**config.mk**
```make
export PLATFORM = sky130hd
export DESIGN_NAME = pc_controller
export DESIGN_NICKNAME = d
export VERILOG_FILES = /design/src/rtl/cpu_pkg.sv /design/src/rtl/pc_next_calc.sv /design/src/rtl/pc_controller.sv
export SDC_FILE = /design/constraint.sdc
export NUM_CORES = 1
export LEC_CHECK = 0
export ABC_AREA = 1
export ABC_CLOCK_PERIOD_IN_PS = 6700
export BUFFER_PORTS_ARGS = -buffer_cell sky130_fd_sc_hd__buf_2
export CAP_MARGIN = 20
export CORE_MARGIN = 2
export CORE_UTILIZATION = 44
export DETAILED_ROUTE_END_ITERATION = 8
export PLACE_DENSITY_LB_ADDON = 0.2
export SLEW_MARGIN = 20
export SYNTH_ARGS = -nofsm -noshare
export SYNTH_HDL_FRONTEND = slang
export SYNTH_HIERARCHICAL = 1
export SYNTH_SLANG_ARGS = --single-unit
```
**constraint.sdc**
```tcl
create_clock -name CLK -period 6.7 [get_ports CLK]
set_input_delay 1.34 -clock CLK [delete_from_list [all_inputs] [get_ports CLK]]
set_output_delay 1.34 -clock CLK [all_outputs]
set_load 0.01 [all_outputs]
```
**src/rtl/cpu_pkg.sv**
```systemverilog
// Shared definitions for the processor's fetch/sequencing logic.
package cpu_pkg;

  // Sequencer states: BOOT gives one idle cycle after reset release.
  typedef enum logic [1:0] {
    BOOT  = 2'd0,
    RUN   = 2'd1,
    STALL = 2'd2
  } pc_state_e;

  // Byte distance between consecutive instructions.
  localparam int PC_STEP = 4;

  // Defaults used by the PC datapath and controller parameters.
  localparam logic [31:0] RESET_VECTOR_DEF = 32'h0000_0000;
  localparam int          OFFSET_W_DEF     = 8;

endpackage

```
**src/rtl/pc_next_calc.sv**
```systemverilog
// Combinational next-PC selection: sequential, jump or taken branch.
module pc_next_calc
  import cpu_pkg::*;
#(
  parameter int ADDR_W   = 32,
  parameter int OFFSET_W = OFFSET_W_DEF
) (
  input  logic [ADDR_W-1:0]   i_pc,
  input  logic                i_jump,
  input  logic                i_beq,
  input  logic                i_bne,
  input  logic                i_zero,
  input  logic [OFFSET_W-1:0] i_offset,
  output logic [ADDR_W-1:0]   o_pc_plus4,
  output logic [ADDR_W-1:0]   o_next_pc
);

  logic              w_taken;
  logic [ADDR_W-1:0] w_off_bytes;
  logic [ADDR_W-1:0] w_target;

  // BEQ and BNE together always resolve to taken, since exactly one matches ZERO.
  assign w_taken = i_jump | (i_beq & i_zero) | (i_bne & ~i_zero);

  // Word offset sign-extended and scaled to bytes; all sums wrap modulo 2^ADDR_W.
  assign w_off_bytes = {{(ADDR_W-OFFSET_W-2){i_offset[OFFSET_W-1]}}, i_offset, 2'b00};
  assign o_pc_plus4  = i_pc + ADDR_W'(PC_STEP);
  assign w_target    = o_pc_plus4 + w_off_bytes;

  // Mux rather than arithmetic blend so an unknown offset cannot leak into a not-taken PC.
  assign o_next_pc = w_taken ? w_target : o_pc_plus4;

endmodule

```
**src/rtl/pc_controller.sv**
```systemverilog
// Program counter owner: BOOT/RUN/STALL sequencing, busywait freeze and stall debug counters.
module pc_controller
  import cpu_pkg::*;
#(
  parameter int                ADDR_W       = 32,
  parameter logic [ADDR_W-1:0] RESET_VECTOR = ADDR_W'(RESET_VECTOR_DEF),
  parameter int                OFFSET_W     = OFFSET_W_DEF,
  parameter int                MAX_STALL    = 255,
  parameter int                CNT_W        = 16
) (
  input  logic                CLK,
  input  logic                RESET,
  input  logic                BUSYWAIT_I,
  input  logic                BUSYWAIT_D,
  input  logic                JUMP,
  input  logic                BEQ,
  input  logic                BNE,
  input  logic                ZERO,
  input  logic [OFFSET_W-1:0] OFFSET,
  output logic [ADDR_W-1:0]   PC,
  output logic [ADDR_W-1:0]   PC_PLUS4,
  output logic                FETCH_EN,
  output logic [CNT_W-1:0]    STALL_CNT,
  output logic                STALL_ERR
);

  // Run-length only needs to count up to MAX_STALL+1, where it saturates.
  localparam int               RUN_W     = $clog2(MAX_STALL + 2);
  localparam logic [RUN_W-1:0] RUN_LIMIT = RUN_W'(MAX_STALL + 1);
  localparam logic [CNT_W-1:0] CNT_MAX   = '1;

  pc_state_e         r_state;
  pc_state_e         w_state_next;
  logic [ADDR_W-1:0] r_pc;
  logic [ADDR_W-1:0] w_next_pc;
  logic [ADDR_W-1:0] w_pc_plus4;
  logic [CNT_W-1:0]  r_stall_cnt;
  logic [RUN_W-1:0]  r_run_len;
  logic [RUN_W-1:0]  w_run_next;
  logic              r_stall_err;
  logic              w_busy;
  logic              w_pc_load;
  logic              w_stall_edge;
  logic              w_fetch_en;

  assign w_busy = BUSYWAIT_I | BUSYWAIT_D;

  pc_next_calc #(
    .ADDR_W   (ADDR_W),
    .OFFSET_W (OFFSET_W)
  ) u_pc_next_calc (
    .i_pc       (r_pc),
    .i_jump     (JUMP),
    .i_beq      (BEQ),
    .i_bne      (BNE),
    .i_zero     (ZERO),
    .i_offset   (OFFSET),
    .o_pc_plus4 (w_pc_plus4),
    .o_next_pc  (w_next_pc)
  );

  // State register.
  always_ff @(posedge CLK or negedge RESET) begin
    if (!RESET) r_state <= BOOT;
    else        r_state <= w_state_next;
  end

  // Next-state, PC load enable, stall bookkeeping and fetch-enable decode.
  always_comb begin
    w_state_next = r_state;
    w_pc_load    = 1'b0;
    w_stall_edge = 1'b0;
    w_fetch_en   = 1'b0;
    w_run_next   = '0;
    case (r_state)
      BOOT: begin
        w_state_next = RUN;
      end
      RUN: begin
        w_fetch_en = 1'b1;
        if (w_busy) begin
          w_state_next = STALL;
          w_stall_edge = 1'b1;
          w_run_next   = RUN_W'(1);
        end else begin
          w_pc_load = 1'b1;
        end
      end
      STALL: begin
        w_fetch_en = 1'b1;
        if (w_busy) begin
          w_stall_edge = 1'b1;
          w_run_next   = (r_run_len == RUN_LIMIT) ? RUN_LIMIT : r_run_len + RUN_W'(1);
        end else begin
          w_state_next = RUN;
          w_pc_load    = 1'b1;
        end
      end
      default: begin
        w_state_next = BOOT;
      end
    endcase
  end

  // PC register: frozen in BOOT and while any memory is busy.
  always_ff @(posedge CLK or negedge RESET) begin
    if (!RESET)         r_pc <= RESET_VECTOR;
    else if (w_pc_load) r_pc <= w_next_pc;
  end

  // Saturating total stall count, current stall run-length and sticky timeout flag.
  always_ff @(posedge CLK or negedge RESET) begin
    if (!RESET) begin
      r_stall_cnt <= '0;
      r_run_len   <= '0;
      r_stall_err <= 1'b0;
    end else begin
      r_run_len <= w_run_next;
      if (w_stall_edge && (r_stall_cnt != CNT_MAX)) r_stall_cnt <= r_stall_cnt + CNT_W'(1);
      if (w_stall_edge && (w_run_next == RUN_LIMIT)) r_stall_err <= 1'b1;
    end
  end

  assign PC        = r_pc;
  assign PC_PLUS4  = w_pc_plus4;
  assign FETCH_EN  = w_fetch_en;
  assign STALL_CNT = r_stall_cnt;
  assign STALL_ERR = r_stall_err;

endmodule
```
# Word-level counts from Yosys, hierarchy flattened
# Index checks and enable logic that the tools add are counted.
# classes
eq_ne,7
mux,13
n_reduce_logical,5
bitwise,6
add_sub_neg,4
# ops
operator,count
$add 32x3->32 const B,1
$add 32x32->32,1
$mux 32,1
$eq 9x9->1 const B,2
$mux 9,2
$pmux 9 s2,1
$add 16x1->16 const B,1
$ne 16x16->1 const B,1
$add 9x1->9 const B,1
$mux 1,6
$pmux 2 s3,1
$mux 2,2
$ne 2x2->1 const B,2
$or 1x1->1,3
$and 1x1->1,2
$eq 2x1->1 const B,1
$eq 2x2->1 const B,1
$logic_and 1x1->1,2
$logic_not 2->1,1
$reduce_and 2->1,1
$reduce_or 2->1,1
$not 1->1,1
# totals
ff_bits,60
in_bits,16
elab_cells,40
out_inout_bits,82

# Depth between registers and ports, before layout
# Gate-level depths: netlist (run 1).
# logic_depth
ltp_word,6
depth_mapped,26
mapped_depth_nobuf,26

# Hierarchy
# Netlist (run 1), hierarchy kept.
# by_module_without_submodules
mod,area_per_inst_um2,instances,cells_per_inst,seq_area_each_um2
pc_next_calc,3316.9,1,661,0.0
pc_controller,2805.2,1,272,1501.4

# Worst setup path after synthesis (run 1)
# OpenSTA, ideal clock, no wires.
# synth_timing
path_type,input to register
start,input OFFSET[0]
end,"register r_pc[16], in the netlist PC[16]"
setup_slack_ps,3565
t_required_ps,6575
stages,12
t_arrival_ps,3011
setup_ps,125
path_buffers,0
path_cell_list,ha_1 > fa_1 > nand3_1 > nand2_1 > nand2_1 > nand2_1 > nand3_1 > nand3_1 > or2_2 > nand3_1 > nand2_1 > mux2_2
# synth_via
elab_chain_cells,2
# synth_rtl
element,line,source
from (decl),pc_controller.sv:19,"input logic [OFFSET_W-1:0] OFFSET,"
$add 32x32->32,pc_next_calc.sv:28,assign w_target = o_pc_plus4 + w_off_bytes;
$mux 32,pc_next_calc.sv:31,assign o_next_pc = w_taken ? w_target : o_pc_plus4;
net w_next_pc[16],pc_controller.sv:35,logic [ADDR_W-1:0] w_next_pc;
to (signal assigned),pc_controller.sv:108,else if (w_pc_load) r_pc <= w_next_pc;
to (decl),pc_controller.sv:34,logic [ADDR_W-1:0] r_pc;
# The timed path passes the listed nets, and every way through them passes these cells.
# A chain may end at the register's enable or synchronous reset.

# Worst setup path in the final report (run 1)
# layout_timing
start,"register r_pc[2], in the netlist PC[2]"
end,output PC_PLUS4[20]
# layout_via
elab_chain_cells,1
# layout_rtl
element,line,source
$add 32x3->32,pc_next_calc.sv:27,assign o_pc_plus4 = i_pc + ADDR_W'(PC_STEP);
to (decl),pc_controller.sv:21,"output logic [ADDR_W-1:0] PC_PLUS4,"
# No other way between the ends.

==> metrics.yaml, run 1 <==
end_kind: "output port"
required_ns: 5.36
first_pass_iters: 6
ctsHoldBuffers: 0
slew_headroom_pct: 32.1
cp-startpoint: "PC[2]"
tightest_slew_ns: 1.01
synth-edff-count: 0
overflow: 0
cts_max_path_buffers: 2
synth_top_area_cell: "dfrtp_1"
finalHoldViolCount: 0
synth_area_per_cell_um2: 6.56
synth_cell_types: 39
htree_num_levels: 3
cts_resized: 0
p_total_w: 0.00314
antenna_found_initial: 0
period_needed_ns: 3.68
grt_pass1_wl_mm: 28.0
rrSetupSlack_ns: 3.15
ys_top_cells_by_area: "dfrtp_1, nand2_1, ha_1"
drv_cap: 0
setup-violations-final: 0
synth_adder_area_share_pct: 8.91
fp.dieH_um: 122
cts_tree: "yes"
post_drt_wl_per_cell_um: 14.2
die_x_um: 122
antenna_cells: 0
synth_common_cells: "nand2_1, inv_1, nor2_1, nand3_1, dfrtp_1"
grt_max_degree: 61
die_area_um2: 14900
yosysMostFrequentCell: "nand2_1"
synth_ff_type: "dfrtp_1"
p_per_area_nw_per_um2: 446
p_sw_w: 0.00163
drtIter0Drc: 592
hpwlAfterDp_mm: 13.8
fmax_mhz: 271
worstReg2RegEnd: "PC[30]"
synth_seq_area_share_pct: 24.5
p_comb_share_pct: 65.4
synth-xor-area-share_pct: 6.27
fp.coreArea_um2: 13700
io_pins: 98
nets: 1089
vias: 6101
gp_routability_congestion: 0.893
drive_above_1_share_pct: 18.4
synth_top_area_share_pct: 24.5
fin_skew_ns: 0.00489
synthesis.nets: 992
routed_via_density: 5.02
ys_ff_latch: 60
async_reset_ff_share_pct: 100
synth-simple-area-share_pct: 38.2
clk_latency_ns: 0.33
first_global_vias: 5634
ir_worst_vdd_uv: 308
drc: 0
status: "complete, no violations"
portBuffers: 97
netlist_area_um2: 6120
finalCritPeriodShare_pct: 55.0
worstSetupPathType: "reg2out"
hold_path.class: "reg2reg"
critPathCapture: "PC_PLUS4[20]"
slew_viol_final: 0
cts.sinks: 60
clkPwrFrac_pct: 13.3
start_kind: "register"
cts-buffers-inserted: 9
final_antenna_net_count: 0
p_sw_share_pct: 52.1
cts.clk_slew.worst_paths_ns: 0.05
syn2layout_area_growth_pct: 14.9
post-cts-setup-buffers: 0
initial_core_util_pct: 44.6
std_cell_rows: 43
arrival_ns: 2.34
cts_root_buffer: "clkbuf_16"
grt.total_usage_pct: 24.1
synth_compound_area_share_pct: 6.09
muxShareOfSynthArea_pct: 5.89
rsz0062_at_grt: "false"
ff2ff_path_depth: 22
setup-tns-final_ns: 0
seqPwrFrac_pct: 21.3
p_leak_nw: 3.90
synth_top_family_by_area: "simple AND/OR/NAND/NOR gates"
yosys_warnings: 6
wirelength_mm: 17.2
worst-path-max-fanout: 5
p_int_w: 0.00150
syn_inst: 933
timing.rr.start: "PC[2]"
==> registers in the layout (all words and copies together) (netlist names) <==
signal,flops
r_state,2
r_run_len,9
STALL_CNT,16
STALL_ERR,1
PC,32
==> cells in the final DEF (no fill, tap or decap), types with 2 or more instances in the layout <==
cell type and instances:
a21oi_1 33, and2_1 4, buf_2 97, buf_4 3
clkbuf_16 9, clkinv_1 2, clkinv_2 2, clkinvlp_4 3
dfrtp_1 60, ha_1 42, inv_1 132, inv_2 7
mux2_2 32, nand2_1 299, nand2_2 7, nand3_1 70
nand3b_1 8, nand4_1 12, nor2_1 88, nor2_2 7
nor2_4 3, nor3_1 9, nor3_2 7, nor3_4 2
nor4_2 2, o21ai_0 28, o21ai_1 3, o21bai_1 5
or2_1 2, or2_2 5, xnor2_1 12, xor2_1 30
==> worst min path at each step <==
stage / startpoint / endpoint / slack (ns) / cells after the start
2_1_floorplan: STALL_ERR / STALL_ERR / 0.50 / 2
3_3_place_gp: STALL_ERR / STALL_ERR / 0.44 / 2
5_1_grt: STALL_ERR / STALL_ERR / 0.48 / 2
6_report: STALL_ERR / STALL_ERR / 0.47 / 2
3_5_place_dp: STALL_ERR / STALL_ERR / 0.46 / 2
4_1_cts: STALL_ERR / STALL_ERR / 0.47 / 2
==> routing by layer <==
metal | global-route usage [%] | vias to the layer above | share of wire [%]
met5 | 0 | - | 0
met4 | 5.68 | 0 | 1.2
met3 | 3.60 | 13 | 4.9
met2 | 40.5 | 143 | 47
met1 | 32.6 | 2798 | 47
li1 | - | 3147 | -
==> power groups by stage <==
stage / Combinational [W] / Clock (W) / Sequential [W]
after floorplan: 0.00139 / 0 / 0.000680
after global placement: 0.00201 / 0 / 0.000670
after detailed placement: 0.00202 / 0 / 0.000669
after CTS: 0.00203 / 0.000427 / 0.000667
after global routing: 0.00231 / 0.000442 / 0.000692
final: 0.00205 / 0.000416 / 0.000669
==> cells by family (layout without fill, tap and decap cells) <==
| logic type | Yosys count | after routing |
|---|---|---|
| buf+inv | 155 | 257 |
| xor+xnor | 43 | 43 |
| compound gates | 71 | 71 |
| mux | 32 | 32 |
| flops | 60 | 60 |
| fa+ha+maj | 43 | 43 |
| simple gates | 529 | 529 |
==> metrics by stage <==
step | cells | utilization [%] | area [um^2] | hold WS (ns) | setup WS [ns]
global route | 1215 | 51.3 | 7030 | 0.480 | 2.79
finish | 1215 | 51.3 | 7030 | 0.468 | 3.02
floorplan | 933 | - | 6120 | 0.500 | 3.56
global placement | 1199 | 49.3 | 6760 | 0.443 | 3.01
detailed placement | 1199 | 49.3 | 6760 | 0.462 | 2.96
CTS | 1215 | 51.3 | 7030 | 0.474 | 3.04
==> final cells by class <==
cell class | instances | area [um^2]
multi-input cells | 718 | 4000
clock buffers | 10 | 229
well taps | 180 | 225
fillers | 1444 | 6690
inverters | 141 | 529
clock inverters | 6 | 41.3
repair buffers | 100 | 508
flip-flops and latches | 60 | 1500
==> worst max-delay path: stages (launching register included) <==
cell and delay (ns):
dfrtp_1 0.42, ha_1 0.19, nand2_1 0.07, inv_1 0.08, nand2_1 0.07, nor2_2 0.22, nand2_1 0.13, inv_2 0.12
nand2_2 0.08, inv_2 0.05, nand2_1 0.05, xor2_1 0.33, buf_2 0.21
Note: power is estimated with default switching activity, not from simulation.
==> run 2, diff against run 1 <==
--- a/config.mk
+++ b/config.mk
@@ -6,7 +6,7 @@
 export NUM_CORES = 1
 export LEC_CHECK = 0
 export ABC_AREA = 1
-export ABC_CLOCK_PERIOD_IN_PS = 6700
+export ABC_CLOCK_PERIOD_IN_PS = 3590
 export BUFFER_PORTS_ARGS = -buffer_cell sky130_fd_sc_hd__buf_2
 export CAP_MARGIN = 20
 export CORE_MARGIN = 2
==> constraint.sdc (replaced) <==
create_clock -name CLK -period 3.59 [get_ports CLK]
set_input_delay 0.718 -clock CLK [delete_from_list [all_inputs] [get_ports CLK]]
set_output_delay 0.718 -clock CLK [all_outputs]
set_load 0.01 [all_outputs]
==> run 2 against run 1 <==
  * Die area unchanged
  * Critical endpoint is now PC[18]
  * Total power up 91%
  * Combinational power up 94%
  * First-iteration DRC count down 38%
  * Largest power group unchanged
  * Critical path type is now reg2reg
  * Routed wire length up 1.4%
  * Global-route usage up 0.23 points
  * Register-to-register slack worse by 2.8 ns
  * Sequential power up 85%
  * Non-clock buffer count up 11
  * Highest routed layer unchanged
  * Hold slack worse by 0.016 ns
  * Cell area up 1.9%
  * Clock skew up 0.0031 ns
==> metrics.yaml, run 2 (synthesized netlist as in run 1, its figures left out) <==
status: "complete, no violations"
portBuffers: 97  # unchanged
drv_cap: 0  # unchanged
antenna_found_initial: 0  # unchanged
p_leak_nw: 3.97  # +1.8%
drc: 0  # unchanged
first_pass_iters: 8  # +2
p_per_area_nw_per_um2: 835  # +87%
period_needed_ns: 3.28
worstSetupPathType: "reg2reg"
hpwlAfterDp_mm: 14.2  # +3.0%
cts.clk_slew.worst_paths_ns: 0.06  # about the same
wirelength_mm: 17.5  # +1.4%
cts_tree: "yes"
overflow: 0  # unchanged
slew_viol_final: 0  # unchanged
setup-tns-final_ns: 0  # unchanged
syn2layout_area_growth_pct: 17.0
end_kind: "register"
post_drt_wl_per_cell_um: 14.3  # +0.46%
drtIter0Drc: 365  # -38%
start_kind: "register"
drive_above_1_share_pct: 20.1  # +1.7 points
seqPwrFrac_pct: 20.7  # -0.6 points
layout_common_cells: "nand2_1, inv_1, buf_2"
io_pins: 98  # unchanged
layout_commonest_cell: "nand2_1"
fp.coreArea_um2: 13700  # unchanged
fin_skew_ns: 0.00802  # +0.00313 ns
std_cell_rows: 43  # unchanged
cts.sinks: 60  # unchanged
grt_pass1_wl_mm: 28.3  # +1.0%
grt_max_degree: 37  # -39%
routed_via_density: 4.98  # -0.91%
grt.total_usage_pct: 24.3  # +0.23 points
die_x_um: 122  # unchanged
antenna_cells: 0  # unchanged
initial_core_util_pct: 44.6  # unchanged
p_sw_w: 0.00311  # +91%
finalHoldViolCount: 0  # unchanged
fmax_mhz: 305
cts-buffers-inserted: 9  # unchanged
ir_worst_vdd_uv: 477  # +55%
post-cts-setup-buffers: 0  # unchanged
finalCritPeriodShare_pct: 91.5
p_comb_share_pct: 66.4  # +1.0 points
p_sw_share_pct: 52.0  # about the same
nets: 1100  # +1.0%
fin_util_pct: 52.2  # +0.96 points
clk_latency_ns: 0.33  # about the same
fp.dieH_um: 122  # unchanged
gp_routability_congestion: 0.989  # +11%
tightest_slew_ns: 0.746  # -0.267 ns
setup-violations-final: 0  # unchanged
required_ns: 3.80  # -1.56 ns
clkPwrFrac_pct: 12.9  # -0.4 points
htree_num_levels: 3  # unchanged
vias: 6100  # -0.016%
cts_max_path_buffers: 2  # unchanged
first_global_vias: 5683  # +0.87%
die_area_um2: 14900  # unchanged
hold_path.class: "in2async"
largest_reg_flops: 32  # unchanged
final_antenna_net_count: 0  # unchanged
arrival_ns: 3.49  # +1.15 ns
worst-path-max-fanout: 5  # unchanged
p_int_w: 0.00287  # +91%
cts_root_buffer: "clkbuf_16"
slew_headroom_pct: 50.3  # +18 points
rsz0062_at_grt: "false"
run 2: changes by cell type in the layout (fill, tap and decap cells not counted), sizes merged:
cell and change:
clkinv +2, buf +11, clkbuf +1, clkinvlp -3
run 2: metal layers:
metal  vias to the layer above  track usage (%)  wire length (um)
li1                       3167                -                 -
met1                      2727             33.5              8150
met2                       174             39.3              7950
met3                        32             3.14               930
met4                         0             8.26               456
met5                         -                0                 0
run 2: area by class of cell:
class	instances	area (um^2)
tap	180	225
inverter	141	529
multi-input combinational	718	4060
fill	1420	6550
clock buffer	11	233
clock inverter	5	28.8
sequential	60	1500
timing repair buffer	111	591
run 2: power by group through the flow:
stage	logic, W	clock network [W]	registers (W)
finish	0.00397	0.000769	0.00124
global route	0.00443	0.000829	0.00129
CTS	0.00390	0.000788	0.00123
detailed placement	0.00388	0	0.00124
global placement	0.00389	0	0.00123
floorplan	0.00259	0	0.00127
run 2: final timing paths:
check	startpoint	to	slack, ns	cells after the start
max in group asynchronous	RESET	PC[14]	2.41	2
setup reg to reg	PC[2]	PC[18]	0.31	19
min in group CLK	STALL_ERR	STALL_ERR	0.46	2
hold reg to reg	STALL_ERR	STALL_ERR	0.46	2
setup / recovery	PC[2]	PC[18]	0.31	19
hold / removal	RESET	STALL_CNT[0]	0.45	1
run 2: worst max-delay path, stage by stage (launching register included):
cell and delay [ns]:
dfrtp_1 0.40, ha_1 0.18, nand2_1 0.07, inv_1 0.08
nand2_1 0.09, nor2_4 0.15, nand2_1 0.11, inv_2 0.08
nand2_2 0.08, xor2_2 0.19, ha_1 0.37, nand2_1 0.13
nor2_1 0.25, nand2_1 0.09, inv_1 0.08, nand2_1 0.05
nand2_1 0.09, xor2_1 0.17, o21ai_0 0.18, mux2_2 0.31
run 2: repair_timing:
action	CTS	global route
hold buffers	0	0
resized for setup	0	12
endpoints found under the setup margin	0	13
hold endpoints to repair	0	0
run 2: through the flow:
stage          cells  power (W)  hold WS (ns)  area [um^2]  worst slack (ns)
2_1_floorplan    933    0.00386         0.422         6120             0.622
3_5_place_dp    1210    0.00512         0.449         6850             0.205
5_1_grt         1226    0.00655         0.474         7170           0.00246
3_3_place_gp    1210    0.00512         0.444         6850             0.153
6_report        1226    0.00598         0.452         7170             0.307
4_1_cts         1226    0.00592         0.464         7110             0.183
==> run 3, diff against run 2 <==
--- a/config.mk
+++ b/config.mk
@@ -10,7 +10,7 @@
 export BUFFER_PORTS_ARGS = -buffer_cell sky130_fd_sc_hd__buf_2
 export CAP_MARGIN = 20
 export CORE_MARGIN = 2
-export CORE_UTILIZATION = 44
+export CORE_UTILIZATION = 59
 export DETAILED_ROUTE_END_ITERATION = 8
 export PLACE_DENSITY_LB_ADDON = 0.2
 export SLEW_MARGIN = 20
==> run 3 against run 2 <==
  * Sequential power is essentially flat
  * Routed wire length decreased by 3.1%
  * Register-to-register slack got worse by 0.04 ns
==> metrics.yaml, run 3 (synthesized netlist as in run 1, its figures left out) <==
status: "complete, no violations"
fmax_mhz: 301  # -1.3%
finalHoldViolCount: 0  # unchanged
required_ns: 3.81  # about the same
drtIter0Drc: 478  # +31%
nets: 1098  # -0.18%
antenna_cells: 0  # unchanged
first_global_vias: 5948  # +4.7%
cts-buffers-inserted: 9  # unchanged
cts.sinks: 60  # unchanged
seqCellArea_um2: 1500  # unchanged
ctsHoldBuffers: 0  # unchanged
wirelength_mm: 16.9  # -3.1%
clk_latency_ns: 0.34  # about the same
clkPwrFrac_pct: 11.4  # -1.5 points
p_sw_share_pct: 52.4  # +0.35 points
worstSetupPathType: "reg2reg"
p_per_area_nw_per_um2: 833  # -0.21%
std_cell_rows: 37  # -14%
overflow: 0  # unchanged
drv_cap: 0  # unchanged
antenna_found_initial: 0  # unchanged
grt.total_usage_pct: 30.9  # +6.7 points
critical-path-max-stage-delay_ns: 0.43  # +0.03 ns
htree_num_levels: 3  # unchanged
portBuffers: 97  # unchanged
largest_reg_flops: 32  # unchanged
timing.hold.ws_ns: 0.332  # -0.120 ns
layout_commonest_cell: "nand2_1"
slew_headroom_pct: 66.5  # +16 points
drive_above_1_share_pct: 20.0  # -0.057 points
period_needed_ns: 3.33  # +0.0427 ns
fin_cells: 1180  # -3.8%
final_antenna_net_count: 0  # unchanged
die_x_um: 106  # -13%
routed_via_density: 5.35  # +7.5%
p_sw_w: 0.00308  # -1.2%
fillers: 897  # -37%
grt_max_degree: 41  # +11%
fin_skew_ns: 0.0154  # +0.00736 ns
post_drt_wl_per_cell_um: 14.4  # +0.67%
fp.coreArea_um2: 10200  # -26%
cts.clk_slew.worst_paths_ns: 0.08  # +0.02 ns
first_pass_iters: 9  # +1
hold_path.class: "in2async"
syn2layout_area_growth_pct: 15.2
dp_cells: 1163  # -3.9%
cts_max_path_buffers: 2  # unchanged
p_int_w: 0.00280  # -2.5%
cts_root_buffer: "clkbuf_8"
seqPwrFrac_pct: 20.9  # +0.2 points
start_kind: "register"
p_leak_nw: 3.93  # -0.82%
setup-violations-final: 0  # unchanged
finalCritPeriodShare_pct: 92.6  # +1.2 points
hpwlAfterDp_mm: 13.4  # -5.5%
initial_core_util_pct: 60.1  # +15 points
slew_viol_final: 0  # unchanged
setup-tns-final_ns: 0  # unchanged
io_pins: 98  # unchanged
cts_tree: "yes"
p_comb_share_pct: 67.8  # +1.4 points
gp_routability_congestion: 1.01  # +2.1%
ir_worst_vdd_uv: 514  # +7.8%
vias: 6314  # +3.5%
multi_input_area_um2: 4050  # -0.12%
cpMaxStageDelayCell: "xor2_1"
rsz0062_at_grt: "false"
layout_common_cells: "nand2_1, inv_1, buf_2"
worst-path-max-fanout: 5  # unchanged
grt_pass1_wl_mm: 27.4  # -3.1%
drc: 0  # unchanged
tightest_slew_ns: 0.501  # -0.245 ns
arrival_ns: 3.54  # +0.05 ns
path_cells: "inv_1, nor2_4, nand2_2, nor2_4, inv_2, nor2_2, nand3_1, xor2_1, ha_1, a21oi_1, o21ai_0, nand2_1, nand2_1, a21oi_1, nand3_1, nand3_1, nand2_1, mux2_2"
end_kind: "register"
fp.dieH_um: 106  # -13%
die_area_um2: 11200  # -25%
-- run 3: layout make-up --
class                   instances  share of cell area (%)
inverters                     141                    7.51
well taps                     136                    2.41
repair buffers                109                    8.16
clock inverters                 3                   0.603
flip-flops and latches         60                    21.3
clock buffers                  13                    2.54
multi-input cells             718                    57.5
-- run 3: stage by stage --
step           total power, W  utilization (%)  area, um^2  setup WS [ns]
6_report              0.00587             69.2        7050          0.264
4_1_cts               0.00576             68.6        6990          0.214
2_1_floorplan         0.00386                -        6120          0.622
5_1_grt               0.00638             69.2        7050         0.0213
3_3_place_gp          0.00502             66.5        6770          0.251
3_5_place_dp          0.00507             66.5        6770          0.225
-- run 3: worst paths after layout --
check | endpoint | from | slack (ns) | depth (start not counted)
setup / recovery | PC[28] | PC[2] | 0.26 | 18
hold / removal | PC[23] | RESET | 0.33 | 1
setup reg to reg | PC[28] | PC[2] | 0.26 | 18
hold reg to reg | STALL_ERR | STALL_ERR | 0.47 | 2
max in group asynchronous | PC[28] | RESET | 2.36 | 2
min in group CLK | STALL_ERR | STALL_ERR | 0.47 | 2
-- run 3: layer usage --
| metal | GRT usage (%) | share of wire, % | vias to the layer above |
|---|---|---|---|
| met5 | 0 | 0 | - |
| met4 | 12.4 | 3.9 | 0 |
| met3 | 5.69 | 8.8 | 66 |
| met2 | 50.7 | 45 | 300 |
| met1 | 40.4 | 42 | 2777 |
| li1 | - | - | 3171 |
-- run 3: power by group through the flow --
| stage | registers, W | clock network, W | logic (W) |
|---|---|---|---|
| global route | 0.00126 | 0.000702 | 0.00443 |
| global placement | 0.00122 | 0 | 0.00380 |
| detailed placement | 0.00122 | 0 | 0.00384 |
| finish | 0.00123 | 0.000667 | 0.00398 |
| floorplan | 0.00127 | 0 | 0.00259 |
| CTS | 0.00122 | 0.000676 | 0.00387 |
-- run 3: repair_timing --
| item | 4_1_cts | 5_1_grt |
|---|---|---|
| setup buffers | 0 | 1 |
| endpoints found under the setup margin | 0 | 14 |
| hold endpoints to repair | 0 | 0 |
| resized for setup | 0 | 13 |
-- run 3: worst max-delay path: cells and delay by family, from the launching register on --
family                   cells  cell delay (ns)
flip-flops                   1             0.40
multiplexers                 1             0.26
AO/OA/AOI/OAI                3             0.52
adder cells (fa/ha/maj)      1             0.34
buffers and inverters        2             0.20
XOR/XNOR                     1             0.43
AND/OR/NAND/NOR             10             1.06
